`config.mk`:
```
export PLATFORM = sky130hd
export DESIGN_NAME = sram_like_arbiter_flat
export DESIGN_NICKNAME = d
export VERILOG_FILES = /design/src/rtl/sram_like_arbiter_pkg.sv /design/src/rtl/sram_like_arbiter_if.sv /design/src/rtl/sram_like_arbiter.sv /design/src/flat_wrapper.sv
export SDC_FILE = /design/constraint.sdc
export NUM_CORES = 1
export LEC_CHECK = 0
export BUFFER_PORTS_ARGS = -buffer_cell sky130_fd_sc_hd__buf_2
export CORE_AREA = 2 2 120 122
export CTS_CLUSTER_SIZE = 10
export DETAILED_ROUTE_END_ITERATION = 16
export DIE_AREA = 0 0 122 124
export PLACE_DENSITY = 0.42
export SLEW_MARGIN = 20
export SYNTH_ARGS = -nofsm -noshare
export SYNTH_HDL_FRONTEND = slang
export SYNTH_SLANG_ARGS = --single-unit
```
`constraint.sdc`:
```
create_clock -name clk -period 3.8 [get_ports clk]
set_input_delay 0.19 -clock clk [delete_from_list [all_inputs] [get_ports clk]]
set_output_delay 0.19 -clock clk [all_outputs]
set_load 0.005 [all_outputs]
```
`src/rtl/sram_like_arbiter_pkg.sv`:
```
`default_nettype none
// ============================================================================
// Module   : sram_like_arbiter_pkg
// Brief    : Shared state encoding, owner codes and size codes for the arbiter.
// Revision : 1.0 - initial release
// ============================================================================
package sram_like_arbiter_pkg;

  typedef enum logic [1:0] {
    ST_IDLE = 2'd0,
    ST_REQ  = 2'd1,
    ST_BUSY = 2'd2
  } state_t;

  localparam logic OWN_I = 1'b0;
  localparam logic OWN_D = 1'b1;

  localparam logic [1:0] SZ_1B = 2'd0;
  localparam logic [1:0] SZ_2B = 2'd1;
  localparam logic [1:0] SZ_4B = 2'd2;

endpackage
`default_nettype wire

```
`src/rtl/sram_like_arbiter_if.sv`:
```
`default_nettype none
// ============================================================================
// Module   : sram_like_arbiter_if
// Brief    : SRAM-like request/response bundle with master and slave views.
// Revision : 1.0 - initial release
// ============================================================================
interface sram_like_arbiter_if #(
  parameter int ADDR_W = 32,
  parameter int DATA_W = 32
);
  logic              req;
  logic              wr;
  logic [1:0]        size;
  logic [ADDR_W-1:0] addr;
  logic [DATA_W-1:0] wdata;
  logic [DATA_W-1:0] rdata;
  logic              addr_ok;
  logic              data_ok;

  modport master (
    output req, wr, size, addr, wdata,
    input  rdata, addr_ok, data_ok
  );

  modport slave (
    input  req, wr, size, addr, wdata,
    output rdata, addr_ok, data_ok
  );
endinterface
`default_nettype wire

```
`src/rtl/sram_like_arbiter.sv`:
```
`default_nettype none
// ============================================================================
// Module   : sram_like_arbiter
// Brief    : Shares one SRAM-like slave between instruction and data masters,
//            one transaction in flight, owner locked from request to data_ok.
// Revision : 1.0 - initial release
// ============================================================================
module sram_like_arbiter
  import sram_like_arbiter_pkg::*;
#(
  parameter int ADDR_W     = 32,
  parameter int DATA_W     = 32,
  parameter bit DATA_FIRST = 1'b1
) (
  input  logic                clk,
  input  logic                rst,
  sram_like_arbiter_if.slave  inst,
  sram_like_arbiter_if.slave  data,
  sram_like_arbiter_if.master axi
);

  state_t            r_state;
  logic              r_owner;

  logic              w_sel;
  logic              w_src;
  logic              w_req;
  logic              w_route_ok;
  logic              w_wr;
  logic [1:0]        w_size;
  logic [ADDR_W-1:0] w_addr;
  logic [DATA_W-1:0] w_wdata;

  always_comb begin
    w_sel = (data.req && (DATA_FIRST || !inst.req)) ? OWN_D : OWN_I;
    w_src = (r_state == ST_IDLE) ? w_sel : r_owner;

    case (r_state)
      ST_IDLE: w_req = inst.req | data.req;
      ST_REQ:  w_req = (r_owner == OWN_D) ? data.req : inst.req;
      default: w_req = 1'b0;
    endcase

    // A completion in IDLE with nobody asking belongs to no one.
    w_route_ok = (r_state != ST_IDLE) || w_req;

    w_wr    = (w_src == OWN_D) ? data.wr    : inst.wr;
    w_size  = (w_src == OWN_D) ? data.size  : inst.size;
    w_addr  = (w_src == OWN_D) ? data.addr  : inst.addr;
    w_wdata = (w_src == OWN_D) ? data.wdata : inst.wdata;
  end

  assign axi.req   = w_req;
  assign axi.wr    = w_wr;
  assign axi.size  = w_size;
  assign axi.addr  = w_addr;
  assign axi.wdata = w_wdata;

  assign inst.rdata   = axi.rdata;
  assign data.rdata   = axi.rdata;
  assign inst.addr_ok = axi.addr_ok & w_req & (w_src == OWN_I);
  assign data.addr_ok = axi.addr_ok & w_req & (w_src == OWN_D);
  assign inst.data_ok = axi.data_ok & w_route_ok & (w_src == OWN_I);
  assign data.data_ok = axi.data_ok & w_route_ok & (w_src == OWN_D);

  always_ff @(posedge clk) begin
    if (rst) begin
      r_state <= ST_IDLE;
      r_owner <= OWN_I;
    end else begin
      case (r_state)
        ST_IDLE: begin
          // Same-cycle addr_ok and data_ok completes without leaving IDLE.
          if (w_req && !axi.addr_ok) begin
            r_owner <= w_sel;
            r_state <= ST_REQ;
          end else if (w_req && !axi.data_ok) begin
            r_owner <= w_sel;
            r_state <= ST_BUSY;
          end
        end
        ST_REQ: begin
          if (!w_req) begin
            r_state <= ST_IDLE;
          end else if (axi.addr_ok) begin
            r_state <= axi.data_ok ? ST_IDLE : ST_BUSY;
          end
        end
        ST_BUSY: begin
          if (axi.data_ok) begin
            r_state <= ST_IDLE;
          end
        end
        default: r_state <= ST_IDLE;
      endcase
    end
  end

endmodule
`default_nettype wire
```
`src/flat_wrapper.sv`:
```
// flat-port wrapper written by rule: the top's interface ports become plain ports
module sram_like_arbiter_flat import sram_like_arbiter_pkg::*;
#(
  parameter int ADDR_W     = 32,
  parameter int DATA_W     = 32,
  parameter bit DATA_FIRST = 1'b1
)
  (clk, rst, inst_req, inst_wr, inst_size, inst_addr, inst_wdata, inst_rdata, inst_addr_ok, inst_data_ok, data_req, data_wr, data_size, data_addr, data_wdata, data_rdata, data_addr_ok, data_data_ok, axi_req, axi_wr, axi_size, axi_addr, axi_wdata, axi_rdata, axi_addr_ok, axi_data_ok);
  sram_like_arbiter_if #(.ADDR_W(ADDR_W), .DATA_W(DATA_W)) inst_i ();
  sram_like_arbiter_if #(.ADDR_W(ADDR_W), .DATA_W(DATA_W)) data_i ();
  sram_like_arbiter_if #(.ADDR_W(ADDR_W), .DATA_W(DATA_W)) axi_i ();
  input  logic clk;
  input  logic rst;
  input wire logic [$bits(inst_i.req)-1:0] inst_req;
  input wire logic [$bits(inst_i.wr)-1:0] inst_wr;
  input wire logic [$bits(inst_i.size)-1:0] inst_size;
  input wire logic [$bits(inst_i.addr)-1:0] inst_addr;
  input wire logic [$bits(inst_i.wdata)-1:0] inst_wdata;
  output wire logic [$bits(inst_i.rdata)-1:0] inst_rdata;
  output wire logic [$bits(inst_i.addr_ok)-1:0] inst_addr_ok;
  output wire logic [$bits(inst_i.data_ok)-1:0] inst_data_ok;
  input wire logic [$bits(data_i.req)-1:0] data_req;
  input wire logic [$bits(data_i.wr)-1:0] data_wr;
  input wire logic [$bits(data_i.size)-1:0] data_size;
  input wire logic [$bits(data_i.addr)-1:0] data_addr;
  input wire logic [$bits(data_i.wdata)-1:0] data_wdata;
  output wire logic [$bits(data_i.rdata)-1:0] data_rdata;
  output wire logic [$bits(data_i.addr_ok)-1:0] data_addr_ok;
  output wire logic [$bits(data_i.data_ok)-1:0] data_data_ok;
  output wire logic [$bits(axi_i.req)-1:0] axi_req;
  output wire logic [$bits(axi_i.wr)-1:0] axi_wr;
  output wire logic [$bits(axi_i.size)-1:0] axi_size;
  output wire logic [$bits(axi_i.addr)-1:0] axi_addr;
  output wire logic [$bits(axi_i.wdata)-1:0] axi_wdata;
  input wire logic [$bits(axi_i.rdata)-1:0] axi_rdata;
  input wire logic [$bits(axi_i.addr_ok)-1:0] axi_addr_ok;
  input wire logic [$bits(axi_i.data_ok)-1:0] axi_data_ok;
  assign inst_i.req = inst_req;
  assign inst_i.wr = inst_wr;
  assign inst_i.size = inst_size;
  assign inst_i.addr = inst_addr;
  assign inst_i.wdata = inst_wdata;
  assign inst_rdata = inst_i.rdata;
  assign inst_addr_ok = inst_i.addr_ok;
  assign inst_data_ok = inst_i.data_ok;
  assign data_i.req = data_req;
  assign data_i.wr = data_wr;
  assign data_i.size = data_size;
  assign data_i.addr = data_addr;
  assign data_i.wdata = data_wdata;
  assign data_rdata = data_i.rdata;
  assign data_addr_ok = data_i.addr_ok;
  assign data_data_ok = data_i.data_ok;
  assign axi_req = axi_i.req;
  assign axi_wr = axi_i.wr;
  assign axi_size = axi_i.size;
  assign axi_addr = axi_i.addr;
  assign axi_wdata = axi_i.wdata;
  assign axi_i.rdata = axi_rdata;
  assign axi_i.addr_ok = axi_addr_ok;
  assign axi_i.data_ok = axi_data_ok;
  sram_like_arbiter #(.ADDR_W(ADDR_W), .DATA_W(DATA_W), .DATA_FIRST(DATA_FIRST)) u_core (.clk(clk), .rst(rst), .inst(inst_i), .data(data_i), .axi(axi_i));
endmodule
```
==> results of run 1 <==
[per-layer routing]
| layer | up-vias | wire (µm) | global-route usage, % |
|---|---|---|---|
| met1 | 755 | 1650 | 5.96 |
| li1 | 803 | - | - |
| met2 | 120 | 2700 | 10.1 |
| met4 | 0 | 115 | 1.87 |
| met3 | 16 | 650 | 2.56 |
| met5 | - | 0 | 0 |
[per-stage QoR]
stage	area, µm²	std cells	util (%)	power [mW]
after CTS	2390	490	17.4	0.512
after global routing	2390	490	17.4	0.541
after detailed placement	2310	486	16.8	0.342
final	2390	490	17.4	0.507
after global placement	2310	486	16.8	0.340
after floorplan	1570	164	-	0.254
[worst register-to-register path, delay by kind of cell, from the launching register on]
kind           cells  cell delay [ps]
flip-flops         1              370
AO/OA/AOI/OAI      1              640
multiplexers       1              240
[state kept, by name, indices dropped and copies added (netlist names)]
register	flops
u_core.r_state	2
u_core.r_owner	1
[final cells by class]
type | count | area, µm²
flip-flops and latches | 3 | 60.1
clock buffers | 4 | 78.8
well taps | 180 | 225
repair buffers | 213 | 1070
fillers | 1535 | 11300
multi-input cells | 90 | 953
[where the power goes]
part | total [mW] | internal (mW) | switching [mW]
combinational | 0.300 | 0.190 | 0.110
clock | 0.169 | 0.139 | 0.0302
sequential | 0.0381 | 0.0338 | 0.00432
[cell usage after synthesis, drive strengths merged (2+ instances only)]
| master | instances | area (µm²) |
|---|---|---|
| and3b | 2 | 17.5 |
| nand2b | 2 | 12.5 |
| buf | 71 | 559 |
| nor2 | 6 | 30.0 |
| dfxtp | 3 | 60.1 |
| mux2 | 67 | 781 |
| mux2i | 3 | 42.5 |
[logic make-up after synthesis]
family / after synthesis / synth area share (%)
buffers and inverters: 71 / 35.6
DFF: 3 / 3.82
and+or+nand+nor: 14 / 5.49
muxes: 70 / 52.3
AOI/OAI and AO/OA: 6 / 2.78
[path summary, 6_finish.rpt]
kind,startpoint,to,slack (ps),cells after the start
setup / recovery,u_core.r_state[0]$_SDFFE_PP0P_,axi_addr[2],1620,5
hold / removal,rst,u_core.r_state[1]$_SDFFE_PP0P_,280,3
setup reg to reg,u_core.r_state[1]$_SDFFE_PP0P_,u_core.r_owner$_SDFFE_PP0P_,2470,2
hold reg to reg,u_core.r_owner$_SDFFE_PP0P_,u_core.r_owner$_SDFFE_PP0P_,600,2
==> summary.md, run 1 <==
| Metric | Value |
|---|---|
| Status | `completed` |
| First-pass GRT wire length | `6820 µm` |
| Crit. End Element | `output port` |
| Drt drc | `0` |
| Slowest stage delay, CP | `440 ps` |
| Commonest register cell after synthesis | `dfxtp_1` |
| Mapped Area | `1570 µm²` |
| Most common cell after layout, fill and taps aside | `buf_2` |
| Post_cts resized | `0` |
| Synthesis warning total | `0` |
| Final Net Count | `483` |
| CTS clk-pin slew, worst paths | `30 ps` |
| Seq/Total Area, Yosys | `3.82%` |
| Top delay family on crit path | `multiplexers` |
| RSZ-0062 raised after global routing | `no` |
| Clock sink total | `3` |
| Final Setup Violations | `0` |
| Vias | `1694` |
| Cts hold-fix bufs | `0` |
| PwrDens | `212 nW/µm²` |
| Total Wirelength | `5120 µm` |
| # Max-Cap Violations | `0` |
| Leakage | `1.28 nW` |
| Hold Violations, Final | `0` |
| Critical path arrival | `1990 ps` |
| Post-Syn Area per Cell | `9.59 µm²` |
| Worst slew pin tran | `694 ps` |
| FFs w/ async S/R, synth | `0%` |
| Clock latency on the worst-skew pair | `220 ps` |
| Commonest cells after routing, fill and taps aside | `buf_2, mux2_2, mux2_4` |
| Antenna Nets Post-Route | `0` |
| Crit path cell chain | `nor2_4, mux2i_4, buf_4, mux2_2, buf_2` |
| Std-Cell Core Area | `13700 µm²` |
| Initial Util | `11.5%` |
| Die area | `15100 µm²` |
| Yosys reg bits | `3` |
| CP max stage cell | `buf_4` |
| All-Layer GR Usage | `5.67%` |
| Vias in the first global route | `1490` |
| GRT overflow | `0` |
| Startpoint Class | `register` |
| DR pass1 iterations | `4` |
| Die width | `122 µm` |
| # diodes | `0` |
| Hold Slack | `284 ps` |
| Max_slew headroom | `52.5%` |
| Setup TNS Final | `0 ps` |
| Crit Path Category | `reg2out` |
| Fmax | `458 MHz` |
| Io pins | `308` |
| Final critical-path required period | `2180 ps` |
| Worst vdd ir | `131 µV` |
| Clock buffer depth | `2` |
| Required @ worst endpoint | `3610 ps` |
| Clock root buffer | `clkbuf_16` |
| Cell row count | `43` |
| CTS Buf Count | `3` |
| Synth Net Count | `336` |
| CP Max Fanout | `40` |
| Final Skew | `1.53 ps` |
| DR iter-0 viols | `85` |
| Library cells used by synthesis | `21` |
| Die span in y | `124 µm` |
| Post-Synthesis Cells | `164` |
| Post-CTS Setup Repair Bufs | `0` |
| Max-slew violations | `0` |
| Fraction of layout instances using a drive strength above 1 | `91.9%` |
| Initial antenna violation count | `0` |
| RePlAce Congestion | `0.713` |
| Worst hold path class | `in2reg` |
| Post-DR vias/cell | `3.46` |
| Largest net degree at the start of global routing | `41` |
| Hpwl dp | `4500 µm` |
| Area delta synth->final | `51.9%` |
| CTS H-tree depth | `1` |
| Final worst slack | `1620 ps` |
| Pre-CTS WS | `1840 ps` |
| Post-synth EDFFs | `0` |
| CTS tree | `yes` |
| Buffers & Inverters on Critical Path | `2` |
| Port buffer count | `211` |
| Period Utilization, post-route | `57.5%` |
| Routed length per placed instance | `10.4 µm` |
Note: power is estimated with default switching activity, not from simulation.
==> run 2: changes to the inputs <==
ABC_AREA = 1   (was not set)
CORE_AREA = 2 2 121 123   (was 2 2 120 122)
DIE_AREA = 0 0 123 125   (was 0 0 122 124)
PLACE_DENSITY = 0.41   (was 0.42)
clock period = 2.2 ns   (was 3.8 ns; I/O delays follow)
==> summary.md, run 2 <==
| Metric | Value |
|---|---|
| Seq/Total Area, Yosys | `3.97%` |
| Post-synthesis mux area share | `0%` |
| Int Power | `605 µW` |
| Post-Synthesis Cells | `316` |
| Net Switching | `404 µW` |
| Hpwl dp | `5050 µm` |
| Clk pwr share | `28.6%` |
| GRT overflow | `0` |
| Clock root buffer | `clkbuf_16` |
| Commonest cells in the netlist | `nand2_1, buf_4, inv_1, clkbuf_1, nor2_1` |
| Drt drc | `0` |
| Max_slew headroom | `61.1%` |
| First-pass GRT wire length | `8850 µm` |
| Startpoint Class | `register` |
| Post-Synth Adder-Cell Area | `0%` |
| CTS H-tree depth | `1` |
| Library cells used by synthesis | `15` |
| Clock latency on the worst-skew pair | `220 ps` |
| Commonest cells after routing, fill and taps aside | `buf_2, nand2_1, inv_1` |
| Synth top area share | `52.1%` |
| DR iter-0 viols | `30` |
| Simple-Gate Fraction of Synth Area | `54.5%` |
| RSZ-0062 raised after global routing | `no` |
| Fmax | `515 MHz` |
| Synthesis warning total | `0` |
| Most common cell after layout, fill and taps aside | `buf_2` |
| Yosys reg bits | `3` |
| Biggest register | `u_core.r_state` |
| Antenna Nets Post-Route | `0` |
| RePlAce Congestion | `0.707` |
| Commonest register cell after synthesis | `dfxtp_1` |
| Post-DR vias/cell | `3.39` |
| Most frequent cell after synthesis | `nand2_1` |
| Die area | `15400 µm²` |
| Largest net degree at the start of global routing | `70` |
| Mapped Area | `1510 µm²` |
| Status | `completed` |
| Biggest regs | `u_core.r_state (2), u_core.r_owner (1)` |
| Final Setup Violations | `0` |
| CTS clk-pin slew, worst paths | `30 ps` |
| Crit Path Category | `reg2out` |
| Vias | `2167` |
| Required @ worst endpoint | `2090 ps` |
| Critical path arrival | `1830 ps` |
| Post-synthesis compound-gate area fraction | `2.73%` |
| Std-Cell Core Area | `14200 µm²` |
| Worst slew pin tran | `582 ps` |
| Clock buffer depth | `2` |
| Area delta synth->final | `56.2%` |
| Vias in the first global route | `1953` |
| DR pass1 iterations | `4` |
| CP Max Fanout | `35` |
| Period Utilization, post-route | `88.3%` |
| Post-CTS Setup Repair Bufs | `0` |
| PwrDens | `427 nW/µm²` |
| Largest area contributor in the netlist | `nand2_1` |
| Routed length per placed instance | `9.68 µm` |
| Seq. cell area | `60.1 µm²` |
| Multi-input logic area | `875 µm²` |
| Die span in y | `125 µm` |
| Setup TNS Final | `0 ps` |
| Seq pwr share | `6.4%` |
| # fillers | `1675` |
| Leakage | `1.61 nW` |
| R2R setup slack | `1070 ps` |
| Initial Util | `10.7%` |
| Final worst slack | `258 ps` |
| Synth Net Count | `488` |
| Final critical-path required period | `1940 ps` |
| Port buffer count | `211` |
| Top cells by area, synth | `nand2_1, buf_4, dfxtp_1, inv_1, clkbuf_1` |
| Post-synth EDFFs | `0` |
| Io pins | `308` |
| Cts hold-fix bufs | `0` |
| FFs w/ async S/R, synth | `0%` |
| Worst hold path class | `in2reg` |
| Final core occ | `16.6%` |
| Pre-CTS WS | `379 ps` |
| Clock sink total | `3` |
| Total Wirelength | `6180 µm` |
| Crit. End Element | `output port` |
| Fraction of layout instances using a drive strength above 1 | `48.1%` |
| Total power | `1.01 mW` |
| Post-Syn Area per Cell | `4.79 µm²` |
| Combinational power share | `65.0%` |
| CTS Buf Count | `3` |
| All-Layer GR Usage | `7.10%` |
| CTS tree | `yes` |
| Initial antenna violation count | `0` |
| # Max-Cap Violations | `0` |
| Worst vdd ir | `318 µV` |
| Final Net Count | `628` |
| Cell row count | `44` |
| Largest family of logic cells by synthesized area | `simple AND/OR/NAND/NOR gates` |
| Final Skew | `1.04 ps` |
| Post_cts resized | `0` |
| Post-Synth XOR/XNOR Area | `0%` |
| # diodes | `0` |
| Die width | `123 µm` |
| Max-slew violations | `0` |
| Switching share of power | `40.0%` |
| Max reg flops | `2` |
| Hold Violations, Final | `0` |
-- run 2: cell type report --
cell class              count  area share, %
repair buffers            213           46.0
clock buffers               4           3.33
well taps                 184           9.74
multi-input cells         226           37.0
flip-flops and latches      3           2.54
inverters                   9           1.43
-- run 2: cell families (layout without fill, tap and decap cells) --
family          count (synthesis)  count (layout)
flops                           3               3
buf+inv                        87             226
compound gates                  7               7
simple gates                  219             219
-- run 2: power groups by stage --
stage	clock network (mW)	logic [mW]	registers, mW
2_1_floorplan	0	0.407	0.0634
3_3_place_gp	0	0.676	0.0650
3_5_place_dp	0	0.666	0.0650
4_1_cts	0.294	0.669	0.0643
5_1_grt	0.301	0.758	0.0649
6_report	0.289	0.656	0.0642
-- run 2: critical path, cell delays in order (launching register included) --
cell and delay [ps]:
dfxtp_1 350, nor2_2 70, nand2_1 120, o21ai_4 80, inv_2 430, buf_12 270
nand2_1 70, nand2_1 90, buf_2 120
-- run 2: through the flow --
step | hold WS (ps) | cells | instance area [µm²]
4_1_cts | 54.9 | 639 | 2360
5_1_grt | 63.6 | 639 | 2360
3_5_place_dp | 220 | 635 | 2280
3_3_place_gp | 220 | 635 | 2280
6_report | 56.4 | 639 | 2360
2_1_floorplan | 182 | 316 | 1510
-- run 2: metal layers --
| layer | vias up | global-route usage [%] | part of all wire, % |
|---|---|---|---|
| li1 | 1147 | - | - |
| met4 | 0 | 2.21 | 2.0 |
| met5 | - | 0 | 0 |
| met3 | 24 | 1.96 | 13 |
| met2 | 165 | 13.7 | 49 |
| met1 | 831 | 7.17 | 36 |
-- run 2: worst paths after layout --
path / start / end / cells past startpoint
max: u_core.r_state[1]$_SDFFE_PP0P_ / axi_addr[5] / 8
min: rst / u_core.r_state[0]$_SDFFE_PP0P_ / 2
min reg2reg: u_core.r_state[1]$_SDFFE_PP0P_ / u_core.r_state[1]$_SDFFE_PP0P_ / 2
max reg2reg: u_core.r_state[0]$_SDFFE_PP0P_ / u_core.r_state[1]$_SDFFE_PP0P_ / 5
==> run 3: changes to the inputs <==
==> constraint.sdc (replaced) <==
create_clock -name clk -period 2.2 [get_ports clk]
set_input_delay 0.66 -clock clk [delete_from_list [all_inputs] [get_ports clk]]
set_output_delay 0.66 -clock clk [all_outputs]
set_load 0.005 [all_outputs]
==> summary.md, run 3 (same netlist as run 2, synthesis figures left out) <==
| Metric | Value |
|---|---|
| Final core occ | `19.8%` |
| First-pass GRT wire length | `9850 µm` |
| Final Setup Violations | `19` |
| Antenna Nets Post-Route | `0` |
| CP Max Fanout | `5` |
| Biggest register | `u_core.r_state` |
| Initial antenna violation count | `0` |
| Initial Util | `10.7%` |
| Hold Slack | `522 ps` |
| Fraction of layout instances using a drive strength above 1 | `55.5%` |
| Period Utilization, post-route | `102%` |
| Clock root buffer | `clkbuf_16` |
| Die width | `123 µm` |
| Switching share of power | `39.0%` |
| Required @ worst endpoint | `1540 ps` |
| Critical path arrival | `1590 ps` |
| PwrDens | `446 nW/µm²` |
| Max reg flops | `2` |
| Routed length per placed instance | `11.7 µm` |
| Clock latency on the worst-skew pair | `220 ps` |
| Worst slew pin tran | `209 ps` |
| Net Switching | `490 µW` |
| GRT overflow | `0` |
| Final Skew | `0.842 ps` |
| Most common cell after layout, fill and taps aside | `buf_2` |
| Drt drc | `0` |
| Post-DR vias/cell | `3.55` |
| Combinational power share | `71.9%` |
| Worst vdd ir | `247 µV` |
| Max_slew headroom | `86.0%` |
| RSZ-0062 raised after global routing | `yes` |
| CTS tree | `yes` |
| Clock buffer depth | `2` |
| Pre-CTS WS | `-71.5 ps` |
| Total Wirelength | `7650 µm` |
| CTS Buf Count | `3` |
| Io pins | `308` |
| Int Power | `766 µW` |
| Die area | `15400 µm²` |
| Std-Cell Core Area | `14200 µm²` |
| Vias | `2332` |
| All-Layer GR Usage | `8.15%` |
| Area delta synth->final | `86.1%` |
| Die span in y | `125 µm` |
| Clock sink total | `3` |
| CTS clk-pin slew, worst paths | `30 ps` |
| Failing checks | `negative setup slack` |
| # Max-Cap Violations | `0` |
| Fmax | `444 MHz` |
| Port buffer count | `211` |
| Dpl cell area | `2360 µm²` |
| # fillers | `1653` |
| Vias in the first global route | `2114` |
| Hold Violations, Final | `0` |
| Crit Path Category | `in2out` |
| Largest net degree at the start of global routing | `35` |
| Status | `finished with violations` |
| Worst hold path class | `reg2reg` |
| Leakage | `1.81 nW` |
| # diodes | `0` |
| Cell row count | `44` |
| Final standard cell area without fillers | `2820 µm²` |
| Startpoint Class | `primary input` |
| Hpwl dp | `5370 µm` |
| Final Net Count | `645` |
| Biggest regs | `u_core.r_state (2), u_core.r_owner (1)` |
| Crit. End Element | `output port` |
| RePlAce Congestion | `0.711` |
| Clk pwr share | `22.9%` |
| Commonest cells after routing, fill and taps aside | `buf_2, nand2_1, nand2_2` |
| DR iter-0 viols | `42` |
| Final critical-path required period | `2250 ps` |
| Seq pwr share | `5.2%` |
| Max-slew violations | `0` |
| DR pass1 iterations | `4` |
| CTS H-tree depth | `1` |
| Final worst slack | `-53.0 ps` |
| Setup TNS Final | `-709 ps` |
==> run 3: cell types whose count changed in the layout (fill, tap and decap cells not counted), sizes merged <==
cell,change
buf,+13
clkbuf,+4
==> run 3: routing by layer <==
layer / vias to the layer above / track usage [%] / routed length (µm)
met5: - / 0 / 0
met4: 0 / 2.34 / 141
met3: 24 / 2.05 / 845
met2: 160 / 16.8 / 4060
met1: 958 / 7.58 / 2600
li1: 1190 / - / -
==> run 3: power by group through the flow <==
stage / logic [mW] / clock network, mW / registers (mW)
after floorplan: 0.407 / 0 / 0.0634
after global placement: 0.714 / 0 / 0.0653
after detailed placement: 0.702 / 0 / 0.0651
after CTS: 0.801 / 0.292 / 0.0644
after global routing: 1.01 / 0.298 / 0.0658
final: 0.903 / 0.288 / 0.0650
==> run 3: final cells by class <==
type,count,area [µm²],area share (%)
clock buffer,4,78.8,2.80
inverter,9,38.8,1.38
multi-input combinational,226,982,34.9
sequential,3,60.1,2.13
tap,184,230,8.17
timing repair buffer,230,1430,50.7
==> run 3: path summary, 6_finish.rpt <==
kind | from | to | slack [ps] | cells past startpoint
worst max-delay path | data_req | axi_wdata[9] | -50 | 10
worst min-delay path | u_core.r_state[1]$_SDFFE_PP0P_ | u_core.r_state[1]$_SDFFE_PP0P_ | 520 | 2
worst max register to register | u_core.r_owner$_SDFFE_PP0P_ | u_core.r_owner$_SDFFE_PP0P_ | 1080 | 8
worst min register to register | u_core.r_state[1]$_SDFFE_PP0P_ | u_core.r_state[1]$_SDFFE_PP0P_ | 520 | 2
==> run 3: worst max-delay path, cell delays in order <==
cell and delay [ps]:
buf_8 100, inv_4 50, nand2_4 50, o21ai_4 100, buf_12 160, buf_12 130
buf_16 140, nand2_4 50, nand2_2 40, buf_2 110
==> run 3: stage by stage <==
step	total power, mW	std cells
2_1_floorplan	0.471	316
3_3_place_gp	0.779	641
3_5_place_dp	0.768	641
4_1_cts	1.16	651
5_1_grt	1.37	656
6_report	1.26	656
==> run 3: repair_timing <==
action / in CTS / in global routing
hold buffers: 0 / 0
resized for setup: 12 / 35
pin swaps: 0 / 19
buffers inserted: 3 / 1
cloned: 3 / 4
endpoints found under the setup margin: 66 / 71
